--- src/rtl/radix3_in_commutator.sv ---
// Radix-3 input commutator: buffers the first two thirds of each serial frame
// and emits (x[k], x[k+M], x[k+2M]) triplets while the final third streams in.
module radix3_in_commutator #(
  parameter int DW = 32,
  parameter int M  = 3,
  parameter int AW = 2
) (
  input  logic          clk,
  input  logic          rst,
  input  logic          in_valid,
  input  logic          in_sof,
  input  logic [DW-1:0] in_re,
  input  logic [DW-1:0] in_img,
  output logic          out_valid,
  output logic [DW-1:0] a_re,
  output logic [DW-1:0] a_img,
  output logic [DW-1:0] b_re,
  output logic [DW-1:0] b_img,
  output logic [DW-1:0] c_re,
  output logic [DW-1:0] c_img,
  output logic          frame_done,
  output logic          sof_err
);

  typedef enum logic [1:0] {FILL0, FILL1, PASS} state_t;

  state_t        state_q, state_d;
  logic [AW-1:0] k_q, k_d;
  logic          out_valid_q, out_valid_d;
  logic          frame_done_q, frame_done_d;
  logic          sof_err_q, sof_err_d;
  logic [DW-1:0] a_re_q, a_re_d, a_img_q, a_img_d;
  logic [DW-1:0] b_re_q, b_re_d, b_img_q, b_img_d;
  logic [DW-1:0] c_re_q, c_re_d, c_img_q, c_img_d;

  logic [DW-1:0] bank0_re  [2**AW];
  logic [DW-1:0] bank0_img [2**AW];
  logic [DW-1:0] bank1_re  [2**AW];
  logic [DW-1:0] bank1_img [2**AW];

  logic          bank0_we, bank1_we;
  logic [AW-1:0] bank0_addr;
  logic          last;

  assign last = (k_q == AW'(M - 1));

  always_comb begin
    state_d      = state_q;
    k_d          = k_q;
    out_valid_d  = 1'b0;
    frame_done_d = 1'b0;
    sof_err_d    = 1'b0;
    a_re_d       = a_re_q;
    a_img_d      = a_img_q;
    b_re_d       = b_re_q;
    b_img_d      = b_img_q;
    c_re_d       = c_re_q;
    c_img_d      = c_img_q;
    bank0_we     = 1'b0;
    bank1_we     = 1'b0;
    bank0_addr   = k_q;
    if (in_valid) begin
      if (in_sof && !(state_q == FILL0 && k_q == '0)) begin
        // Resync: the sof sample becomes bank0[0]; with M=1 that already completes FILL0.
        sof_err_d  = 1'b1;
        bank0_we   = 1'b1;
        bank0_addr = '0;
        if (M == 1) begin
          state_d = FILL1;
          k_d     = '0;
        end else begin
          state_d = FILL0;
          k_d     = AW'(1);
        end
      end else begin
        case (state_q)
          FILL0: begin
            bank0_we = 1'b1;
            k_d      = last ? '0 : k_q + AW'(1);
            if (last) state_d = FILL1;
          end
          FILL1: begin
            bank1_we = 1'b1;
            k_d      = last ? '0 : k_q + AW'(1);
            if (last) state_d = PASS;
          end
          PASS: begin
            out_valid_d  = 1'b1;
            frame_done_d = last;
            a_re_d       = bank0_re[k_q];
            a_img_d      = bank0_img[k_q];
            b_re_d       = bank1_re[k_q];
            b_img_d      = bank1_img[k_q];
            c_re_d       = in_re;
            c_img_d      = in_img;
            k_d          = last ? '0 : k_q + AW'(1);
            if (last) state_d = FILL0;
          end
          default: begin
            state_d = FILL0;
            k_d     = '0;
          end
        endcase
      end
    end
  end

  always_ff @(posedge clk or posedge rst) begin
    if (rst) begin
      state_q      <= FILL0;
      k_q          <= '0;
      out_valid_q  <= 1'b0;
      frame_done_q <= 1'b0;
      sof_err_q    <= 1'b0;
      a_re_q       <= '0;
      a_img_q      <= '0;
      b_re_q       <= '0;
      b_img_q      <= '0;
      c_re_q       <= '0;
      c_img_q      <= '0;
    end else begin
      state_q      <= state_d;
      k_q          <= k_d;
      out_valid_q  <= out_valid_d;
      frame_done_q <= frame_done_d;
      sof_err_q    <= sof_err_d;
      a_re_q       <= a_re_d;
      a_img_q      <= a_img_d;
      b_re_q       <= b_re_d;
      b_img_q      <= b_img_d;
      c_re_q       <= c_re_d;
      c_img_q      <= c_img_d;
    end
  end

  // Bank storage carries no reset; contents are only read after being written.
  always_ff @(posedge clk) begin
    if (bank0_we) begin
      bank0_re[bank0_addr]  <= in_re;
      bank0_img[bank0_addr] <= in_img;
    end
    if (bank1_we) begin
      bank1_re[k_q]  <= in_re;
      bank1_img[k_q] <= in_img;
    end
  end

  assign out_valid  = out_valid_q;
  assign frame_done = frame_done_q;
  assign sof_err    = sof_err_q;
  assign a_re       = a_re_q;
  assign a_img      = a_img_q;
  assign b_re       = b_re_q;
  assign b_img      = b_img_q;
  assign c_re       = c_re_q;
  assign c_img      = c_img_q;

endmodule

--- config.mk ---
export PLATFORM = sky130hd
export DESIGN_NAME = radix3_in_commutator
export DESIGN_NICKNAME = d
export VERILOG_FILES = /design/src/rtl/radix3_in_commutator.sv
export SDC_FILE = /design/constraint.sdc
export NUM_CORES = 1
export LEC_CHECK = 0
export BUFFER_PORTS_ARGS = -buffer_cell sky130_fd_sc_hd__buf_4
export CAP_MARGIN = 30
export CORE_MARGIN = 3
export CORE_UTILIZATION = 45
export CTS_BUF_LIST = sky130_fd_sc_hd__clkbuf_4
export DETAILED_ROUTE_END_ITERATION = 8
export PLACE_DENSITY = 0.71
export SLEW_MARGIN = 20
export SYNTH_ARGS = -nofsm -noshare
export SYNTH_HDL_FRONTEND = slang
export SYNTH_SLANG_ARGS = --single-unit
--- constraint.sdc ---
create_clock -name clk -period 6.1 [get_ports clk]
set_clock_uncertainty 0.15 [all_clocks]
set_input_delay 0.61 -clock clk [delete_from_list [all_inputs] [get_ports clk]]
set_output_delay 0.61 -clock clk [all_outputs]
set_load 0.01 [all_outputs]
==> results by group <==
Timing
  – Final period utilization: 52.1%
  – Number of failing setup endpoints in the final timing report: 0
  – Summed negative setup slack over all endpoints: 0 ns
  – Count of pins over their slew limit: 0
  – Worst hold slack after final layout: between 0.15 and 0.2 ns
  – Final Hold Violating Endpoints: 0
  – Relative slew slack: about two fifths
  – RSZ-0062 raised after global routing: false
  – Maximum clock frequency: about 310 MHz
  – Worst setup margin: between 2 and 3 ns
  – Crit path time final: approximately 3.2 ns
  – Slew of the pin with the lowest slew margin: 0.882 ns

CTS
  – Buffer cell driving the clock tree root: clkbuf_4
  – Number of buffers created by CTS: 180
  – Clock sink count: slightly above 700
  – PostCTS Resize Cnt: 0
  – CTS clk-pin slew, worst paths: 0.07 ns
  – Clock tree from TritonCTS: yes
  – Hold_buf cts: 68
  – Number of H-tree levels: 4
  – Max clock buf depth: 3
  – Buffer count from post-CTS setup fixing: 0
  – Latest clock arrival within the worst-skew pair: 0.98 ns

Place
  – Number of instances in the placed design: about 2100
  – Global placer's final weighted congestion: between 0.7 and 0.8
  – Final HPWL from detailed placement: 30.7 mm
  – Worst slack at placement: roughly 2.8 ns
  – Post-Place Cell Area: between 20000 and 30000 µm²
  – Port Buf Inserts: between 200 and 300

Power and ir drop
  – Peak supply drop: around 0.17 mV
  – Power per standard cell area: 330 nW/µm²
  – Final Total Pwr: 10.7 mW
  – Total leakage power: 12.8 nW

Floorplan
  – Starting density of the core: 45.7%
  – Count of boundary I/O pins: 263
  – Chip height: 249 µm
  – Total Die Area: 61800 µm²
  – Floorplan Core Area: between 50000 and 60000 µm²
  – Chip width: 249 µm
  – Total number of placement rows: slightly below 90

Yosys
  – Number of enable-type register cells in the synthesized netlist: 512
  – Primary flip-flop cell chosen by synthesis mapping: edfxtp_1
  – Total number of yosys warnings: 0
  – Fraction of registers with async set or reset after synthesis: 28.0%
  – Number of flip-flops and latches in the synthesized netlist: 711
  – Average cell area after synthesis: between 20 and 25 µm²
  – Syn nets: 1185
  – Post-synthesis sequential area ratio: between 70 and 80%
  – Post-Synthesis Cell Area: about 26000 µm²
  – Unique cell type count in the Yosys netlist: 29
  – Gate count of the mapped netlist: 1117

Job
  – Max-cap violations: 0

Routing
  – Drc violations: 0
  – Via count: about 13000
  – Number of vias per cell after detailed routing: 5.08
  – Pre-antenna DRT Iters: 5
  – WL per Instance: 21.1 µm
  – Number of DRC markers after the initial detailed-route iteration: 757
  – Final wirelength: between 50 and 60 mm
  – Number of routed nets with antenna violations: 0

Worst setup path
  – Critical Path End Type: register
  – Critical path peak fanout: between 40 and 50
  – Critical Setup Path Class: reg2reg
  – Critical path arrival: 3.60 ns
  – Data required time of the critical path: approximately 6.5 ns
  – Worst Reg-to-Reg Cells: 3
  – Crit Reg-Reg Endpoint: bank0_re[1][5]$_DFFE_PP_
  – Launch point of the worst reg-to-reg path: k_q[0]$_DFFE_PP0P_
  – Setup slack of the worst register-to-register path: 2.92 ns
  – CP Launch Type: register

Run status
  – Run status: completed

Finish
  – Nets: about 1700
  – Final cell count without fillers: ~2500
  – Non-Filler Cell Area, Final: about 33000 µm²
  – Area added between synthesis and finish: 22.9%
  – Layout cells sized above 1: around half
  – Layout Utilization: between 50% and 60%
  – Fill cells: roughly 4400

Global routing
  – Global route total overflow: 0
  – Number of global-route vias before repair: 13900
  – All-layer global routing usage: 17.7%
  – Maximum number of pins on one net before global-route repair: roughly 110
  – Initial antenna violation count: 4
  – Wire length of the first global-routing pass: approximately 83 mm

Min path
  – Worst min path class: in2async
worst max-delay path, stage by stage (launching register included):
cell and delay, ns:
dfrtp_4 0.82, nand2_1 0.30, nor2_4 0.73, buf_4 0.72
kinds of logic after synthesis:
group                  after synthesis  synth area share, %
flip-flops                         711                 76.9
multiplexers                       320                 20.8
buffers and inverters               55                 1.67
AND/OR/NAND/NOR                     23                0.435
AO/OA/AOI/OAI                        8                0.213
cell type report:
cell class | count | area, µm² | area share, %
sequential | 711 | 20400 | 62.6
antenna | 5 | 12.5 | 0.0385
multi-input combinational | 351 | 5730 | 17.6
timing repair buffer | 352 | 2970 | 9.12
clock buffer | 279 | 2090 | 6.44
clock inverter | 63 | 387 | 1.19
inverter | 2 | 11.3 | 0.0346
tap | 765 | 957 | 2.94
worst max-delay path by stage:
stage                       startpoint                    endpoint  slack, ns  cells past startpoint
global placement    k_q[0]$_DFFE_PP0P_    bank0_re[1][3]$_DFFE_PP_       2.47                      3
global route        k_q[0]$_DFFE_PP0P_  bank0_img[1][25]$_DFFE_PP_       2.69                      3
CTS                 k_q[0]$_DFFE_PP0P_   bank0_re[1][24]$_DFFE_PP_       2.83                      3
floorplan                     in_valid   bank1_img[1][0]$_DFFE_PP_       1.67                      3
finish              k_q[0]$_DFFE_PP0P_    bank0_re[1][5]$_DFFE_PP_       2.92                      3
detailed placement              in_sof   bank1_re[3][19]$_DFFE_PP_       2.79                      5
power breakdown:
part | total, mW | internal [mW] | switching [mW]
combinational | 1.02 | 0.562 | 0.463
sequential | 5.54 | 5.41 | 0.127
clock | 4.18 | 2.27 | 1.90
synthesized netlist by cell type (4+ instances only):
master,instances,area share [%]
mux4_2,128,11
clkbuf_1,11,0.16
nor2_1,10,0.14
mux2_2,8,0.34
dfrtp_1,199,19
edfxtp_1,512,58
buf_2,16,0.30
buf_12,5,0.38
mux2_1,64,2.7
nand2_1,4,0.057
mux2_4,120,6.8
buf_6,16,0.68
buf_4,4,0.11
per-layer routing:
layer  global-route usage, %  up-vias  part of all wire (%)
met5                       0        -                 0.024
met4                    6.47        2                   1.9
met3                    5.70       82                   6.4
met2                    28.3      412                    50
met1                    22.8     6708                    42
li1                        -     5635                     -
cells in the final DEF, fill, tap and decap left out, types with 4 or more instances in the layout:
| cell | count |
|---|---|
| diode_2 | 5 |
| clkinv_2 | 15 |
| mux4_2 | 128 |
| clkinv_1 | 35 |
| clkinvlp_4 | 4 |
| mux2_1 | 64 |
| nor2_1 | 4 |
| mux2_2 | 8 |
| edfxtp_1 | 512 |
| dfrtp_1 | 197 |
| buf_4 | 274 |
| nor2_4 | 6 |
| buf_16 | 4 |
| nand2_1 | 4 |
| clkbuf_4 | 279 |
| inv_2 | 4 |
| buf_12 | 6 |
| dlygate4sd3_1 | 68 |
| bufinv_16 | 4 |
| mux2_4 | 120 |
state kept, by name, indices dropped and copies added (netlist names):
signal	count
bank0_img	128
bank0_re	128
bank1_img	128
bank1_re	128
a_img	32
a_re	32
b_img	32
b_re	32
c_img	32
c_re	32
k_q	2
state_q	2
frame_done	1
out_valid	1
sof_err	1
Note: power is estimated with default switching activity, not from simulation.
